## config.mk

```make
export PLATFORM = sky130hd
export DESIGN_NAME = reg_write_arbiter
export DESIGN_NICKNAME = d
export VERILOG_FILES = /design/src/rtl/reg_write_arbiter_pkg.sv /design/src/rtl/reg_write_arbiter_rr_select.sv /design/src/rtl/reg_write_arbiter.sv
export SDC_FILE = /design/constraint.sdc
export NUM_CORES = 1
export LEC_CHECK = 0
export ABC_AREA = 1
export CELL_PAD_IN_SITES_DETAIL_PLACEMENT = 0
export CELL_PAD_IN_SITES_GLOBAL_PLACEMENT = 1
export CORE_MARGIN = 2
export CORE_UTILIZATION = 25
export DETAILED_ROUTE_END_ITERATION = 16
export PLACE_DENSITY_LB_ADDON = 0.1
export SLEW_MARGIN = 20
export SYNTH_ARGS = -nofsm -noshare
export SYNTH_HDL_FRONTEND = slang
export SYNTH_HIERARCHICAL = 1
export SYNTH_SLANG_ARGS = --single-unit
```

## constraint.sdc

```tcl
create_clock -name clock -period 2.6 [get_ports clock]
set_input_delay 0.26 -clock clock [delete_from_list [all_inputs] [get_ports clock]]
set_output_delay 0.26 -clock clock [all_outputs]
set_load 0.1 [all_outputs]
```

## src/rtl/reg_write_arbiter_pkg.sv

```systemverilog
// Shared widths and requester indices for the register-bank write port.
package reg_write_arbiter_pkg;
   localparam int REG_ADDR_W = 6;
   localparam int REG_DATA_W = 32;
   localparam logic [REG_ADDR_W-1:0] REG_ZERO = 6'd0;

   localparam int REQ_ALU  = 0;
   localparam int REQ_LOAD = 1;
   localparam int REQ_LINK = 2;
endpackage

```

## src/rtl/reg_write_arbiter_rr_select.sv

```systemverilog
// Combinational round-robin pick: first set bit of elig scanning upward from
// rr_ptr and wrapping modulo N_REQ.
module rr_select #(
   parameter int N_REQ = 3,
   localparam int IDX_W = (N_REQ > 1) ? $clog2(N_REQ) : 1
) (
   input  logic [N_REQ-1:0] elig_i,
   input  logic [IDX_W-1:0] rr_ptr_i,
   output logic [IDX_W-1:0] winner_o,
   output logic             valid_o
);
   logic [IDX_W:0] idx;

   // Scan from the far end so the candidate closest to rr_ptr is assigned last.
   always_comb begin
      winner_o = '0;
      valid_o  = 1'b0;
      idx      = '0;
      for (int k = N_REQ - 1; k >= 0; k--) begin
         idx = {1'b0, rr_ptr_i} + (IDX_W + 1)'(k);
         if (idx >= (IDX_W + 1)'(N_REQ)) idx = idx - (IDX_W + 1)'(N_REQ);
         if (elig_i[idx[IDX_W-1:0]]) begin
            winner_o = idx[IDX_W-1:0];
            valid_o  = 1'b1;
         end
      end
   end
endmodule

```

## src/rtl/reg_write_arbiter.sv

```systemverilog
// Round-robin arbiter sharing the register bank write port; all bank-facing
// outputs are registered and writes to register 0 are suppressed.
module reg_write_arbiter
   import reg_write_arbiter_pkg::*;
#(
   parameter int N_REQ  = 3,
   parameter int ADDR_W = REG_ADDR_W,
   parameter int DATA_W = REG_DATA_W
) (
   input  logic                      clock,
   input  logic                      reset,
   input  logic [N_REQ-1:0]          req,
   input  logic [N_REQ*ADDR_W-1:0]   req_addr,
   input  logic [N_REQ*DATA_W-1:0]   req_data,
   input  logic                      stall,
   output logic [N_REQ-1:0]          gnt,
   output logic [ADDR_W-1:0]         Write_Register,
   output logic [DATA_W-1:0]         Write_Data,
   output logic                      Reg_Write,
   output logic                      drop_r0
);
   localparam int IDX_W = (N_REQ > 1) ? $clog2(N_REQ) : 1;

   logic [N_REQ-1:0]  gnt_q, gnt_d;
   logic [ADDR_W-1:0] wreg_q, wreg_d;
   logic [DATA_W-1:0] wdata_q, wdata_d;
   logic              we_q, we_d;
   logic              drop_q, drop_d;
   logic [IDX_W-1:0]  rr_ptr_q, rr_ptr_d;

   logic [N_REQ-1:0]  elig;
   logic [IDX_W-1:0]  win;
   logic              win_vld;
   logic [ADDR_W-1:0] win_addr;
   logic [DATA_W-1:0] win_data;

   // The requester granted last cycle is still withdrawing; keep it out.
   assign elig = req & ~gnt_q;

   rr_select #(.N_REQ(N_REQ)) u_sel (
      .elig_i   (elig),
      .rr_ptr_i (rr_ptr_q),
      .winner_o (win),
      .valid_o  (win_vld)
   );

   assign win_addr = req_addr[int'(win)*ADDR_W +: ADDR_W];
   assign win_data = req_data[int'(win)*DATA_W +: DATA_W];

   always_comb begin
      gnt_d    = '0;
      we_d     = 1'b0;
      drop_d   = 1'b0;
      wreg_d   = wreg_q;
      wdata_d  = wdata_q;
      rr_ptr_d = rr_ptr_q;
      if (!stall && win_vld) begin
         gnt_d[win] = 1'b1;
         wreg_d     = win_addr;
         wdata_d    = win_data;
         we_d       = (win_addr != ADDR_W'(REG_ZERO));
         drop_d     = (win_addr == ADDR_W'(REG_ZERO));
         rr_ptr_d   = (int'(win) == N_REQ - 1) ? '0 : win + IDX_W'(1);
      end
   end

   always_ff @(posedge clock or posedge reset) begin
      if (reset) begin
         gnt_q    <= '0;
         wreg_q   <= '0;
         wdata_q  <= '0;
         we_q     <= 1'b0;
         drop_q   <= 1'b0;
         rr_ptr_q <= '0;
      end else begin
         gnt_q    <= gnt_d;
         wreg_q   <= wreg_d;
         wdata_q  <= wdata_d;
         we_q     <= we_d;
         drop_q   <= drop_d;
         rr_ptr_q <= rr_ptr_d;
      end
   end

   assign gnt            = gnt_q;
   assign Write_Register = wreg_q;
   assign Write_Data     = wdata_q;
   assign Reg_Write      = we_q;
   assign drop_r0        = drop_q;
endmodule
```

Word level (Yosys, flattened, before mapping)
Cells that the tools add are included.
Widths: inputs -> output; s select.
Operators by class
  bitwise operators: 2
  multipliers: 1
  equality and inequality tests: 1
  reductions and logical operators: 5
  add/subtract/negate cells: 6
  muxes and demuxes: 21
  shift operators: 2
  order comparisons: 8
Operators by type and width (count)
  $shiftx 96x8->32: 1
  $shiftx 18x6->6: 1
  $mux 2: 7
  $lt 2x3->1 const B: 4
  $mux 1: 9
  $bmux 1 s2: 3
  $ge 3x2->1 const B: 2
  $logic_not 6->1: 1
  $reduce_bool 6->1: 1
  $sub 2x2->2 const B: 3
  $mul 2x2->4 const B: 1
  $add 2x1->3 const B: 1
  $add 2x2->3 const B: 1
  $and 3x3->3: 1
  $mux 3: 1
  $not 3->3: 1
  $add 2x1->2 const B: 1
  $demux 1 s2: 1
  $eq 2x2->1 const B: 1
  $ge 2x1->1 const B: 1
  $ge 2x2->1 const B: 1
  $logic_and 1x1->1: 2
  $logic_not 1->1: 1
Word-level totals
  output and inout bits: 43
  flip-flop bits (word level): 45
  logic and storage cells: 52
  input bits: 120

Depth between registers and ports, before layout
  depth after elaboration: 13
  depth in mapped cells: 17
  mapped depth without buffers: 16

Modules after synthesis
Netlist, hierarchy kept.
By module, submodules not included
  reg_write_arbiter: seq. area each 1126.1 sq um, area each 2326.0 sq um, cells each 277, instances 1
  rr_select: seq. area each 0.0 sq um, area each 210.2 sq um, cells each 41, instances 1

Worst setup path before layout
No wires, ideal clock.
  kind: register -> register
  start: register gnt_q[1], in the netlist gnt[1]
  end: register we_q, in the netlist Reg_Write
  clock period less this slack: 2.462 ns
  path slack: 0.138 ns
  stages on the path, launching flop included: 15
  arrival: 2.350 ns
  buffers on the path: 1
  path through: dfrtp_1 nor2_1 nand2_1 o21ai_1 a21oi_1 nand2_1 nand2_1 buf_6 inv_2 nand3_1 nand3_2 nor2_2 nand3_2 nand2_1 inv_1
Between the ends
  cells in the longest elaborated chain, start to end: 11
  elaborated cells on any way between the ends: 19
Ends and longest elaborated chain
  from (decl): line reg_write_arbiter.sv:24  | logic [N_REQ-1:0] gnt_q, gnt_d;
  from (signal assigned): line reg_write_arbiter.sv:76  | gnt_q <= gnt_d;
  $not 3->3 (*): line reg_write_arbiter.sv:38  | assign elig = req & ~gnt_q;
  $and 3x3->3 (*): line reg_write_arbiter.sv:38
  net elig[1]: line reg_write_arbiter.sv:31  | logic [N_REQ-1:0] elig;
  $bmux 1 s2: line reg_write_arbiter_rr_select.sv:22  | if (elig_i[idx[IDX_W-1:0]]) begin
  $mux 1 (not written as such): line reg_write_arbiter_rr_select.sv:22
  $mux 2 (2 in a row): line reg_write_arbiter_rr_select.sv:22
  $mux 2 (*): line reg_write_arbiter_rr_select.sv:22
  net win[0]: line reg_write_arbiter.sv:32  | logic [IDX_W-1:0] win;
  $mul 2x2->4 (*): line reg_write_arbiter.sv:47  | assign win_addr = req_addr[int'(win)*ADDR_W +: ADDR_W];
  $shiftx 18x6->6 (*): line reg_write_arbiter.sv:47
  $reduce_bool 6->1 (*): line reg_write_arbiter.sv:61  | we_d = (win_addr != ADDR_W'(REG_ZERO));
  $mux 1 (*): line reg_write_arbiter.sv:57  | if (!stall && win_vld) begin
  net we_d: line reg_write_arbiter.sv:27  | logic we_q, we_d;
  to (signal assigned): line reg_write_arbiter.sv:79  | we_q <= we_d;
  to (decl): line reg_write_arbiter.sv:27
The timed path passes the listed nets; every way through them passes the cells marked *. The select of a mux whose other input is x is not followed.
A chain may end at the register's enable or synchronous reset.

Final worst setup path
  start: register rr_ptr_q[0]
  end: register wdata_q[26], in the netlist Write_Data[26]
Between the ends
  cells in the longest elaborated chain, start to end: 9
  elaborated cells on any way between the ends: 25
Ends and longest elaborated chain
  from (decl): line reg_write_arbiter.sv:29  | logic [IDX_W-1:0] rr_ptr_q, rr_ptr_d;
  from (signal assigned): line reg_write_arbiter.sv:81  | rr_ptr_q <= rr_ptr_d;
  $add 2x2->3: line reg_write_arbiter_rr_select.sv:20  | idx = {1'b0, rr_ptr_i} + (IDX_W + 1)'(k);
  $ge 3x2->1 / $sub 2x2->2 (equally long branches): line reg_write_arbiter_rr_select.sv:21  | if (idx >= (IDX_W + 1)'(N_REQ)) idx = idx - (IDX_W + 1)'(N_REQ);
  $mux 2: line reg_write_arbiter_rr_select.sv:21
  $bmux 1 s2: line reg_write_arbiter_rr_select.sv:22
  $mux 1 (not written as such): line reg_write_arbiter_rr_select.sv:22
  $mux 1 (2 in a row): line reg_write_arbiter_rr_select.sv:22
  $mux 1 (*): line reg_write_arbiter_rr_select.sv:22
  net win_vld: line reg_write_arbiter.sv:33  | logic win_vld;
  $logic_and 1x1->1 (*): line reg_write_arbiter.sv:57
  to (signal assigned): line reg_write_arbiter.sv:78  | wdata_q <= wdata_d;
  to (decl): line reg_write_arbiter.sv:26  | logic [DATA_W-1:0] wdata_q, wdata_d;
Marks and branches as above.

==> results.cfg <==
[sta]
post-route-period-util_pct = 88.8
setup_viol = 0
fmax_mhz = 433
grt_setup_unrepaired = no
finalHoldViolCount = 0
layout_min_cycle_time_ns = 2.31
final.setup_skew_ns = 0.00349
drv_slew = 0
slew_headroom_pct = 69.7
holdWs_ns = 0.296
worst_pin_slew_ns = 0.454

[global_route]
grt.overflow.total = 0
gr-usage-all-layers_pct = 15.7
antenna_found_initial = 0
grt_pass1_vias = 2843
grt_max_degree = 26
grt_first_pass_wirelength_mm = 14.0

[worst_setup_path]
required_ns = 2.77
start_kind = register
cp.arrival_ns = 2.47
endpoint_kind = register
reg2reg_depth = 12
worstPathMaxFanout = 25
critPathKind = reg -> reg

[placed_design]
placed_cell_area_mm2 = 0.00426
gp_congestion = 0.788
dp_cells = 612
hpwl_mm = 6.64
portBuffers = 162

[yosys]
synth-xor-area-share_pct = 0
synth_top_family_by_area = simple AND/OR/NAND/NOR gates
yosysUniqueCellTypes = 27
synth_edf_count = 0
yosysMostFrequentCell = nand2_1
synthesis.nets = 441
seq_area_frac_synth_pct = 44.4
synthesis.area_mm2 = 0.00254
synth_top_cell_by_area = dfrtp_1
synthTopCellsByArea = dfrtp_1 44%, nand2_1 15%, a31oi_1 5.7%, a22oi_1 5.3%, nor2_1 4.6%
synthMuxAreaShare_pct = 0
synth_fa_ha_area_share_pct = 1.48
ys_warn_count = 6
synthCells = 318
synth_compound_area_share_pct = 15.0
synthArstFlopShare_pct = 100
synthSimpleGateAreaFrac_pct = 30.7
syn_area_per_cell_um2 = 7.98
synth_top_area_share_pct = 44.4
synth_common_cells = 101 x nand2_1, 45 x dfrtp_1, 31 x nor2_1
ys.flop_type = dfrtp_1
ys_ff_latch = 45

[clocking]
cts_setup_buffers = 0
cts_sinks = 45
root_buffer = clkbuf_8
cts-hold-fix-buffers = 0
clkLatencyLatePin_ns = 0.29
cts_resized = 0
cts_tree = done
cts_buffers = 5
h-tree-depth = 2
clk_pin_slew_ns = 0.09
clockBufferDepth = 2

[drt]
drc = 0
drtIter0Drc = 50
vias_per_cell = 4.48
wirelength_mm = 8.55
via_count = 2772
dr.pass1.iters = 5
ant_nets = 0
wl_per_cell_um = 13.8

[floorplan]
die_x_um = 105
chipHeight_um = 105
initial_core_util_pct = 25.8
die-area_mm2 = 0.0110
ioPinCount = 163
num_rows = 36
core_mm2 = 0.00982

[final_layout]
fin_area_mm2 = 0.00435
fill_cells = 1043
diodes = 0
area_delta_synth_final_pct = 71.4
layout.cells.non_filler = 619
finalNetCount = 609
layout-drive-gt1-share_pct = 18.1

[flow_run]
cap_violations = 0

[outcome]
status = completed

[worst_hold_path]
holdCritPathClass = in -> async
==> critical path, stage by stage, from the launching register on <==
cell and delay (ns):
dfrtp_1 0.38, inv_1 0.07, ha_1 0.38, inv_2 0.09
nand2_1 0.06, nand3_2 0.07, nand2_1 0.04, nand3b_1 0.14
nand2_1 0.32, clkinv_1 0.16, buf_4 0.25, nor2_1 0.14
a41oi_2 0.05
==> final cells by class <==
type                    count  area, um^2  share of cell area [%]
clock buffers               7        86.3                    1.99
flip-flops and latches     45        1130                    25.9
multi-input cells         235        1200                    27.6
repair buffers            178        1680                    38.7
inverters                  21        85.1                    1.96
well taps                 133         166                    3.83
==> path summary, 6_finish.rpt <==
kind	start	end	slack (ns)
worst min-delay path	reset	Write_Data[25]$_DFFE_PP0P_	0.30
worst min register to register	Write_Register[1]$_DFFE_PP0P_	Write_Register[1]$_DFFE_PP0P_	0.48
min in group clock	Write_Register[1]$_DFFE_PP0P_	Write_Register[1]$_DFFE_PP0P_	0.48
worst max-delay path	rr_ptr_q[0]$_DFFE_PP0P_	Write_Data[26]$_DFFE_PP0P_	0.29
max in group asynchronous	reset	Write_Data[31]$_DFFE_PP0P_	1.73
worst max register to register	rr_ptr_q[0]$_DFFE_PP0P_	Write_Data[26]$_DFFE_PP0P_	0.29
==> logic make-up after synthesis <==
logic type                 after synthesis
and+or+nand+nor                        175
AOI/OAI and AO/OA                       57
DFF                                     45
buffers and inverters                   38
adders and majority gates                3
==> flip-flops by register name, summed over array words and instances (netlist names) <==
signal and count:
rr_ptr_q 2, gnt 3, Write_Data 32, Write_Register 6
drop_r0 1, Reg_Write 1
==> cells in the final DEF (no fill, tap or decap), types with 2 or more instances in the layout <==
cell and count:
ha_1 3, nand4_1 5, inv_2 5, nand3_1 23, clkdlybuf4s50_1 119, a21oi_1 8, nand2_1 100, o21ai_0 5
buf_4 55, nor2_2 3, clkbuf_8 6, a41oi_2 2, inv_1 13, buf_12 4, a22oi_1 18, a31oi_1 23
nor2_1 31, dfrtp_1 45, nand3_2 5, nor2_4 3
==> layer usage <==
layer	track usage, %	share of wire (%)
met1	19.1	43
met2	27.8	50
met3	4.18	6.4
met4	3.05	0.49
met5	0	0
==> per-stage QoR <==
stage	utilization [%]	worst slack [ns]	setup TNS (ns)
finish	44.3	0.291	0
detailed placement	43.4	-0.0109	-0.0109
floorplan	-	0.138	0
global route	44.3	0.00906	0
CTS	44.3	0.205	0
global placement	43.4	0.0716	0
Power is not shown: default switching activity piles up to over one toggle a cycle in this logic, so the estimate is an artifact.
